==> src/rtl/iqueue_param.sv <==
// Instruction queue between fetch and decode/issue: circular FIFO of inst/PC
// pairs with exact occupancy, almost-full stall, single-cycle flush, overflow flag.
module iqueue_param #(
    parameter int DEPTH  = 16,
    parameter int INST_W = 32,
    parameter int PC_W   = 32,
    parameter int SLACK  = 2
) (
    input  logic                     clk,
    input  logic                     rst_n,
    input  logic                     rdy,
    input  logic                     inst_rdy,
    input  logic [INST_W-1:0]        inst,
    input  logic [PC_W-1:0]          pc_in,
    output logic                     full_stall,
    output logic                     issue_valid,
    output logic [INST_W-1:0]        issue_inst,
    output logic [PC_W-1:0]          issue_pc,
    input  logic                     issue_ready,
    input  logic                     flush,
    output logic [$clog2(DEPTH):0]   count,
    output logic                     overflow_err
);

    localparam int AW = $clog2(DEPTH);
    localparam int CW = AW + 1;
    localparam logic [CW-1:0] FULL_CNT  = CW'(DEPTH);
    localparam logic [CW-1:0] STALL_CNT = CW'(DEPTH - SLACK);

    logic [INST_W-1:0] mem_inst [DEPTH];
    logic [PC_W-1:0]   mem_pc   [DEPTH];

    logic [AW-1:0] head;
    logic [AW-1:0] tail;
    logic          full;
    logic          enq;
    logic          deq;
    logic          ovf_hit;

    assign full        = (count == FULL_CNT);
    assign issue_valid = (count != '0);
    assign full_stall  = (count >= STALL_CNT);
    assign issue_inst  = mem_inst[head];
    assign issue_pc    = mem_pc[head];

    // A dequeue at full frees the head slot, so the enqueue may reuse it.
    assign deq     = rdy && issue_valid && issue_ready && !flush;
    assign enq     = rdy && inst_rdy && !flush && (!full || deq);
    assign ovf_hit = rdy && inst_rdy && !flush && full && !deq;

    always_ff @(posedge clk) begin
        if (enq) begin
            mem_inst[tail] <= inst;
            mem_pc[tail]   <= pc_in;
        end
    end

    always_ff @(posedge clk or negedge rst_n) begin
        if (!rst_n) begin
            head         <= '0;
            tail         <= '0;
            count        <= '0;
            overflow_err <= 1'b0;
        end else if (rdy) begin
            if (flush) begin
                head  <= '0;
                tail  <= '0;
                count <= '0;
            end else begin
                if (enq) tail <= tail + 1'b1;
                if (deq) head <= head + 1'b1;
                case ({enq, deq})
                    2'b10:   count <= count + 1'b1;
                    2'b01:   count <= count - 1'b1;
                    default: count <= count;
                endcase
                if (ovf_hit) overflow_err <= 1'b1;
            end
        end
    end

endmodule
==> config.mk <==
export PLATFORM = sky130hd
export DESIGN_NAME = iqueue_param
export DESIGN_NICKNAME = d
export VERILOG_FILES = /design/src/rtl/iqueue_param.sv
export SDC_FILE = /design/constraint.sdc
export NUM_CORES = 1
export LEC_CHECK = 0
export BUFFER_PORTS_ARGS = -buffer_cell sky130_fd_sc_hd__buf_2
export CAP_MARGIN = 5
export CORE_ASPECT_RATIO = 0.9
export CORE_MARGIN = 1
export CORE_UTILIZATION = 26
export DETAILED_ROUTE_END_ITERATION = 16
export HOLD_SLACK_MARGIN = 0.15
export PLACE_DENSITY = 0.47
export SLEW_MARGIN = 10
export SYNTH_ARGS = -nofsm -noshare
export SYNTH_HDL_FRONTEND = slang
export SYNTH_SLANG_ARGS = --single-unit
==> constraint.sdc <==
create_clock -name clk -period 14.9 [get_ports clk]
set_clock_uncertainty 0.2 [all_clocks]
set_input_delay 1.49 -clock clk [delete_from_list [all_inputs] [get_ports clk]]
set_output_delay 1.49 -clock clk [all_outputs]
set_load 0.1 [all_outputs]
==> results of run 1 <==
-- power by group through the flow --
stage                     combinational, uW  clock [uW]  sequential [uW]
after floorplan                        1250           0             3350
after global placement                 1560           0             3350
after detailed placement               1580           0             3360
after CTS                              1580        2790             3290
after global routing                   1630        2890             3300
final                                  1540        2700             3290
-- worst min-delay path by stage --
stage	start	to	slack [ns]
final	overflow_err	overflow_err	0.33
after CTS	overflow_err	overflow_err	0.33
after global routing	overflow_err	overflow_err	0.32
after floorplan	tail[3]	tail[3]	0.38
after detailed placement	overflow_err	overflow_err	0.31
after global placement	overflow_err	overflow_err	0.31
-- critical path, stage by stage (launching register included) --
cell     delay (ns)
dfrtp_4        0.97
buf_4          0.86
buf_4          0.78
mux4_2         0.62
mux4_2         0.50
buf_2          0.32
-- metal layers --
layer  GRT usage  up-vias
li1            -     7205
met1       0.174     9551
met2       0.212      449
met3      0.0325      143
met4      0.0319       14
met5           0        -
-- area by class of cell --
| type | instances | area [sq um] | share of cell area |
|---|---|---|---|
| repair buffers | 181 | 1020 | 0.0220 |
| inverters | 13 | 48.8 | 0.00106 |
| clock buffers | 133 | 2840 | 0.0614 |
| well taps | 1986 | 2480 | 0.0538 |
| multi-input cells | 411 | 7960 | 0.172 |
| clock inverters | 68 | 742 | 0.0161 |
| flip-flops and latches | 1038 | 31100 | 0.673 |
| diodes | 7 | 17.5 | 0.000379 |
-- Yosys cell counts (all sizes together) --
library cell and number:
and2 4, a21boi 1, a21oi 3, mux2 5
o211a 2, o22ai 3, a22oi 1, and3 3
dfrtp 14, clkbuf 43, ha 8, a32o 1
nand2 6, buf 36, nand3 6, clkinv 1
o2111ai 2, nor2b 4, a21o 1, or4 1
a31oi 2, o21bai 1, mux2i 3, edfxtp 1024
xor2 1, o21a 2, nor2 8, o21ai 8
nor4 9, mux4 320, fa 1, o2bb2ai 1
or3 1, inv 12, nor3 3
-- registers in the layout, indices dropped and copies added (netlist names) --
register      flops
mem_inst        512
mem_pc          512
count             5
head              4
tail              4
overflow_err      1
-- cells by family (layout without fill, tap and decap cells) --
| family | after synthesis | count (layout) | synth area share |
|---|---|---|---|
| other | 0 | 7 | 0 |
| flip-flops | 1038 | 1038 | 0.790 |
| multiplexers | 328 | 328 | 0.185 |
| buffers and inverters | 92 | 395 | 0.0101 |
| XOR/XNOR | 1 | 1 | 0.000222 |
| AO/OA/AOI/OAI | 28 | 28 | 0.00486 |
| AND/OR/NAND/NOR | 45 | 45 | 0.00661 |
| adder cells (fa/ha/maj) | 9 | 9 | 0.00305 |
-- per-stage QoR --
| step | instance area [sq um] | std cells | total power (uW) | hold slack, ns | utilization |
|---|---|---|---|---|---|
| 2_1_floorplan | 39400 | 1541 | 4600 | 0.381 | - |
| 3_3_place_gp | 42600 | 3629 | 4910 | 0.305 | 0.284 |
| 3_5_place_dp | 42600 | 3629 | 4930 | 0.314 | 0.284 |
| 4_1_cts | 46200 | 3830 | 7660 | 0.328 | 0.307 |
| 5_1_grt | 46200 | 3832 | 7820 | 0.322 | 0.307 |
| 6_report | 46200 | 3837 | 7530 | 0.329 | 0.307 |
==> results.json, run 1 <==
{
  "status": "completed",
  "area_delta_synth_final_pct": 17.4,
  "drive_above_1_share": 0.370,
  "drtAntennaViolNets": 0,
  "cp.required_ns": 13.21,
  "grt_max_degree": 108,
  "yosysTopAreaCell": "edfxtp_1",
  "clk_latency_ns": 0.73,
  "p_per_area_nw_per_um2": 163,
  "yosys-top-cells-area": "edfxtp_1 (78%), mux4_2 (18%), dfrtp_1 (0.89%)",
  "fin_crit_ns": 6.62,
  "row_count": 135,
  "grt_pass1_wl_mm": 141,
  "hold_viol_final": 0,
  "cts_tree": "built",
  "cts_made_buffers": 110,
  "routed-via-count": 17362,
  "die_x_um": 412,
  "drv_slew": 0,
  "wl_per_cell_um": 25.8,
  "synth_top_area_share": 0.781,
  "clock-sinks": 1038,
  "ys_seq_area_frac": 0.790,
  "ioPinCount": 142,
  "timing.rr.end": "mem_pc[2][21]",
  "p_clk_frac": 0.359,
  "tns_ns": 0,
  "whs_path_depth": 1,
  "cts_resized": 0,
  "start_util": 0.262,
  "finalCritPeriodShare": 0.444,
  "drt_wl_total_mm": 99.0,
  "dr.first_iter.drc_count": 1716,
  "syn-num-nets": 1620,
  "p_leak_uw": 0.0139,
  "clkTransAtPathRegs_ns": 0.06,
  "p_sw_frac": 0.291,
  "hold_class": "register to register",
  "post_cts_buffers": 0,
  "maxUsedRoutingLayer": "met5",
  "fp.dieH_um": 371,
  "max_freq_mhz": 151,
  "finalNetCount": 1834,
  "antenna_found_initial": 25,
  "drt-met1-wl_mm": 42.2,
  "reg2reg_from": "count[1]",
  "crit_type": "register to output port",
  "maxCapViolations": 0,
  "wl_met3_mm": 6.28,
  "layout_setup_ws_ns": 8.28,
  "crit_end": "issue_inst[29]",
  "fill_cells": 14376,
  "clk_path_buf_depth": 3,
  "synth_area_sq_um": 39400,
  "core-area_sq_um": 150000,
  "first_pass_iters": 5,
  "cp.arrival_ns": 4.93,
  "gr-usage-all-layers": 0.130,
  "critPathCaptureType": "output port",
  "final_common_cell": "edfxtp_1",
  "pwr-share-comb": 0.204,
  "post-place-ws_ns": 8.80,
  "rr_worst_depth": 6,
  "critPathMaxFanout": 44,
  "vias_per_cell": 4.52,
  "internal-power_uw": 5340,
  "postCtsHoldBufs": 0,
  "port-buffer-count": 141,
  "route.detailed.drc": 0,
  "avgSynthCellArea_sq_um": 25.6,
  "yosysUniqueCellTypes": 42,
  "grt_overflow": 0,
  "gp_congestion": 0.672,
  "slew_headroom": 0.254,
  "switching_power_uw": 2190,
  "cp-startpoint": "head[0]",
  "setup_viol": 0,
  "p_seq_frac": 0.437,
  "worst_slew_pin_slew_ns": 1.12,
  "wl_met2_mm": 48.6,
  "cts_root_buffer": "clkbuf_16",
  "final_cell_mix": "edfxtp_1 (1024), mux4_2 (320), buf_2 (141)",
  "rsz0062_at_grt": "no",
  "ys_ff_latch": 1038,
  "startpoint_type": "register",
  "hpwl_mm": 49.6,
  "r2r_slack_ns": 11.18,
  "synthCells": 1541,
  "htree_num_levels": 3,
  "grt_pass1_vias": 18745,
  "die_area_sq_um": 153000,
  "yosysWarnings": 0,
  "ir_drop_mv": 0.101
}
(Power assumes the default switching activity.)
==> run 2, diff against run 1 <==
--- a/config.mk
+++ b/config.mk
@@ -5,6 +5,7 @@
 export SDC_FILE = /design/constraint.sdc
 export NUM_CORES = 1
 export LEC_CHECK = 0
+export ABC_AREA = 1
 export BUFFER_PORTS_ARGS = -buffer_cell sky130_fd_sc_hd__buf_2
 export CAP_MARGIN = 5
 export CORE_ASPECT_RATIO = 0.9
==> constraint.sdc (replaced) <==
create_clock -name clk -period 6.8 [get_ports clk]
set_clock_uncertainty 0.2 [all_clocks]
set_input_delay 0.68 -clock clk [delete_from_list [all_inputs] [get_ports clk]]
set_output_delay 0.68 -clock clk [all_outputs]
set_load 0.1 [all_outputs]
==> results.json, run 2 <==
{
  "status": "completed",
  "gr-usage-all-layers": 0.150,
  "synth_edf_count": 1024,
  "rr_worst_depth": 9,
  "clock-sinks": 1038,
  "cts_tree": "built",
  "hpwl_mm": 58.6,
  "hold_class": "register to register",
  "port-buffer-count": 141,
  "crit_end": "issue_inst[28]",
  "ir_drop_mv": 0.332,
  "maxCapViolations": 0,
  "slew_headroom": 0.164,
  "r2r_slack_ns": 3.08,
  "cp.arrival_ns": 4.16,
  "ys_seq_area_frac": 0.758,
  "yosysTopAreaCell": "edfxtp_1",
  "dr.first_iter.drc_count": 2204,
  "grt_max_degree": 216,
  "timing.rr.end": "mem_pc[7][26]",
  "start_util": 0.263,
  "p_leak_uw": 0.0153,
  "core-area_sq_um": 156000,
  "first_pass_iters": 5,
  "clk_path_buf_depth": 3,
  "yosysUniqueCellTypes": 25,
  "clkTransAtPathRegs_ns": 0.06,
  "fp.dieH_um": 379,
  "post-place-ws_ns": 2.49,
  "route.detailed.drc": 0,
  "crit_type": "register to output port",
  "yosysWarnings": 0,
  "yosys-top-cells-area": "edfxtp_1 (75%), nor2_1 (7.3%), o21ai_0 (5.2%)",
  "die_area_sq_um": 159000,
  "die_x_um": 421,
  "gp_congestion": 0.710,
  "synth_top_area_share": 0.749,
  "final_cell_mix": "edfxtp_1 (1024), nor2_1 (778), o21ai_0 (425)",
  "post_cts_buffers": 0,
  "cts_root_buffer": "clkbuf_16",
  "drt_wl_total_mm": 121,
  "clk_latency_ns": 0.74,
  "rsz0062_at_grt": "no",
  "routed-via-count": 25552,
  "synth_area_sq_um": 41000,
  "grt_overflow": 0,
  "finalNetCount": 3361,
  "drv_slew": 0,
  "drive_above_1_share": 0.107,
  "cts_resized": 0,
  "setup_viol": 0,
  "p_per_area_nw_per_um2": 419,
  "htree_num_levels": 3,
  "cp.required_ns": 5.92,
  "drtAntennaViolNets": 0,
  "grt_pass1_wl_mm": 175,
  "grt_pass1_vias": 24729,
  "layout_setup_ws_ns": 1.76,
  "yosys-top-cells-count": "edfxtp_1 (1024), nor2_1 (794), o21ai_0 (425), o211ai_1 (256), o21ai_1 (151)",
  "finalCritPeriodShare": 0.741,
  "critPathMaxFanout": 199,
  "synthCells": 3119,
  "syn-num-nets": 3198,
  "final_common_cell": "edfxtp_1",
  "hold_viol_final": 0,
  "fill_cells": 15630,
  "reg2reg_from": "count[0]",
  "regArea_sq_um": 31100,
  "startpoint_type": "register",
  "tns_ns": 0,
  "yosysMostFrequentCell": "edfxtp_1",
  "cts_made_buffers": 115,
  "avgSynthCellArea_sq_um": 13.2,
  "ioPinCount": 142,
  "async_flop_share": 0.0135,
  "vias_per_cell": 4.68,
  "reg_top3": "mem_inst: 512 flops, mem_pc: 512 flops, count: 5 flops",
  "wl_per_cell_um": 22.1,
  "antenna_found_initial": 18,
  "fin_crit_ns": 5.04,
  "synth_ff_type": "edfxtp_1",
  "ys_ff_latch": 1038,
  "row_count": 137,
  "max_freq_mhz": 198,
  "area_delta_synth_final_pct": 17.9,
  "critPathCaptureType": "output port",
  "worst_slew_pin_slew_ns": 1.25,
  "cp-startpoint": "head[0]",
  "multiInputGateArea_sq_um": 8970
}
-- run 2: routing by layer --
layer  share of wire  global-route usage  up-vias  wire length [um]
met2            0.47               0.239      501             56800
met5         0.00035                   0        -                42
li1                -                   -    11825                 -
met4           0.023              0.0392        8              2750
met1            0.47               0.209    13043             56400
met3           0.040              0.0247      175              4850
-- run 2: cell type report --
class | count | share of cell area
diodes | 8 | 0.000414
inverters | 21 | 0.00228
multi-input cells | 1848 | 0.185
repair buffers | 258 | 0.0402
clock inverters | 59 | 0.0127
clock buffers | 148 | 0.0620
flip-flops and latches | 1038 | 0.643
well taps | 2085 | 0.0539
-- run 2: how the worst min path moves through the flow --
| stage | slack [ns] | end | start | depth (start not counted) |
|---|---|---|---|---|
| finish | 0.34 | overflow_err | overflow_err | 1 |
| CTS | 0.34 | overflow_err | overflow_err | 1 |
| global placement | 0.34 | overflow_err | overflow_err | 1 |
| floorplan | 0.18 | count[0] | rst_n | 0 |
| detailed placement | 0.33 | overflow_err | overflow_err | 1 |
| global route | 0.35 | overflow_err | overflow_err | 1 |
-- run 2: report_power, final --
part           internal (uW)  leakage, uW  total, uW  switching [uW]
sequential              7090      0.00939       7260             172
clock                   3430      0.00174       6050            2630
combinational           1440      0.00413       6960            5510
-- run 2: cell families (layout without fill, tap and decap cells) --
group                      after synthesis  after routing  share of synthesized area
xor gates and xnor gates                 3              3                   0.000640
buffers and inverters                  233            486                     0.0266
DFF                                   1038           1038                      0.758
other                                    0              8                          0
adders and majority gates                9              9                    0.00293
and+or+nand+nor                        995            995                     0.0937
AOI/OAI and AO/OA                      841            841                      0.118
-- run 2: what timing repair did --
item                                    CTS  global route
endpoints found under the hold margin  1049             0
hold buffers                             70             0
setup endpoints to repair                 0             0
-- run 2: critical path, stage by stage (launching register included) --
cell and delay (ns):
dfrtp_4 0.74, buf_12 0.62, buf_4 0.60, o21ai_0 0.17, o211ai_1 0.22, nand3_1 0.12, nand2_1 0.24, buf_2 0.48
-- run 2: through the flow --
step                      cells  instance area (sq um)  hold WS (ns)  power (uW)   util
after floorplan            3119                  41000         0.184       12700      -
after global placement     5180                  44000         0.342       14500  0.283
after detailed placement   5180                  44000         0.325       14400  0.283
after CTS                  5457                  48400         0.342       20600  0.310
after global routing       5460                  48400         0.351       21300  0.310
final                      5465                  48400         0.339       20300  0.311
==> run 3, diff against run 2 <==
==> constraint.sdc (replaced) <==
create_clock -name clk -period 5.05 [get_ports clk]
set_clock_uncertainty 0.2 [all_clocks]
set_input_delay 0.505 -clock clk [delete_from_list [all_inputs] [get_ports clk]]
set_output_delay 0.505 -clock clk [all_outputs]
set_load 0.1 [all_outputs]
==> results.json, run 3 (same netlist as run 2, synthesis figures left out) <==
{
  "status": "completed",
  "drt_wl_total_mm": 118,
  "p_sw_frac": 0.405,
  "cts_tree": "built",
  "gr-usage-all-layers": 0.146,
  "routed-via-count": 25313,
  "hpwl_mm": 58.6,
  "finalNetCount": 3380,
  "fill_cells": 15473,
  "fin_util": 0.312,
  "finalCritPeriodShare": 0.870,
  "cp.required_ns": 4.35,
  "rr_worst_depth": 9,
  "final_common_cell": "edfxtp_1",
  "grt_pass1_vias": 24714,
  "port-buffer-count": 141,
  "grt_max_degree": 202,
  "critPathMaxFanout": 66,
  "drtAntennaViolNets": 0,
  "clkTransAtPathRegs_ns": 0.06,
  "critical_path.cell_chain": "buf_4 -> buf_4 -> o21ai_0 -> o211ai_1 -> o211ai_1 -> nand2_1 -> buf_2",
  "cts_root_buffer": "clkbuf_16",
  "drv_slew": 0,
  "cts_resized": 0,
  "p_leak_uw": 0.0154,
  "clock-sinks": 1038,
  "dr.first_iter.drc_count": 2224,
  "htree_num_levels": 3,
  "hold_class": "register to register",
  "wl_per_cell_um": 21.5,
  "drive_above_1_share": 0.113,
  "crit_slowest_cell": "buf_4",
  "core-area_sq_um": 156000,
  "ir_drop_mv": 0.703,
  "clk_path_buf_depth": 3,
  "p_seq_frac": 0.354,
  "cpPeakStageDelay_ns": 0.65,
  "whs_path_depth": 2,
  "gp_congestion": 0.733,
  "max_freq_mhz": 228,
  "route.detailed.drc": 0,
  "worst_slew_pin_slew_ns": 0.930,
  "slew_headroom": 0.380,
  "die_x_um": 421,
  "die_area_sq_um": 159000,
  "worstHoldStart": "count[4]",
  "timing.rr.end": "mem_pc[15][2]",
  "ioPinCount": 142,
  "startpoint_type": "register",
  "area_delta_synth_final_pct": 18.5,
  "fp.dieH_um": 379,
  "grt_pass1_wl_mm": 172,
  "row_count": 137,
  "crit_type": "register to output port",
  "rsz0062_at_grt": "no",
  "setup_viol": 0,
  "reg_top3": "mem_inst: 512 flops, mem_pc: 512 flops, count: 5 flops",
  "p_clk_frac": 0.298,
  "hold_end": "count[4]",
  "cts_made_buffers": 111,
  "hold_viol_final": 0,
  "r2r_slack_ns": 1.86,
  "antenna_found_initial": 15,
  "pwr-share-comb": 0.348,
  "final_cell_mix": "edfxtp_1 (1024), nor2_1 (778), o21ai_0 (425)",
  "switching_power_uw": 11100,
  "dpl_cell_area_sq_um": 44300,
  "post_cts_buffers": 0,
  "p_per_area_nw_per_um2": 563,
  "fin_area_sq_um": 48600,
  "maxCapViolations": 0,
  "start_util": 0.263,
  "fin_crit_ns": 4.40,
  "vias_per_cell": 4.62,
  "first_pass_iters": 5,
  "cp.arrival_ns": 3.69,
  "internal-power_uw": 16300,
  "critPathCaptureType": "output port",
  "grt_overflow": 0,
  "clk_latency_ns": 0.72,
  "reg2reg_from": "count[1]"
}
[run 3: cell count changes in the layout (fill, tap and decap cells not counted), sizes merged]
cell / change
inv: -2
buf: +21
clkbuf: -7
diode: -3
clkinv: -2
dlygate4sd3: +2
bufinv: +5
[run 3: layout make-up]
cell class / count / area (sq um) / share of cell area
multi-input combinational: 1848 / 8970 / 0.184
clock buffer: 141 / 2910 / 0.0599
timing repair buffer: 281 / 2190 / 0.0450
inverter: 21 / 110 / 0.00226
tap: 2085 / 2610 / 0.0536
clock inverter: 60 / 717 / 0.0147
antenna: 5 / 12.5 / 0.000257
sequential: 1038 / 31100 / 0.640
[run 3: worst max-delay path, delay by kind of cell, from the launching register on]
family | cells | cell delay (ns)
flip-flops | 1 | 0.54
AND/OR/NAND/NOR | 1 | 0.13
buffers and inverters | 3 | 1.62
AO/OA/AOI/OAI | 3 | 0.58
[run 3: repair_timing]
action,CTS,global route
setup endpoints to repair,0,0
hold buffers,72,0
hold endpoints to repair,1052,0
[run 3: per-layer routing]
metal	GRT usage	wire, um	vias up
li1	-	-	11860
met1	0.201	54300	12794
met2	0.237	55600	492
met3	0.0257	5320	155
met4	0.0397	2360	12
met5	0	80	-
[run 3: how the worst max path moves through the flow]
stage,startpoint,to,slack (ns)
3_5_place_dp,head[0],issue_inst[19],1.44
6_report,head[0],issue_inst[19],0.65
5_1_grt,head[0],issue_inst[23],0.43
3_3_place_gp,head[1],issue_inst[26],1.43
4_1_cts,head[1],issue_inst[26],0.64
2_1_floorplan,count[1],mem_inst[0][0],-1.01
[run 3: per-stage QoR]
stage | power, uW | instances | setup slack, ns | setup TNS [ns] | hold slack, ns
after CTS | 27800 | 5474 | 0.636 | 0 | 0.367
after floorplan | 17200 | 3119 | -1.01 | -1031.60 | 0.00941
after global routing | 28800 | 5478 | 0.426 | 0 | 0.401
final | 27400 | 5479 | 0.655 | 0 | 0.365
after global placement | 19500 | 5201 | 1.43 | 0 | 0.262
after detailed placement | 19500 | 5201 | 1.44 | 0 | 0.254
[run 3: power by group through the flow]
stage                     sequential (uW)  combinational [uW]  clock [uW]
after floorplan                      9850                7300           0
after global placement               9880                9640           0
after CTS                            9710                9700        8390
final                                9700                9520        8170
after detailed placement             9890                9620           0
after global routing                 9720               10400        8660
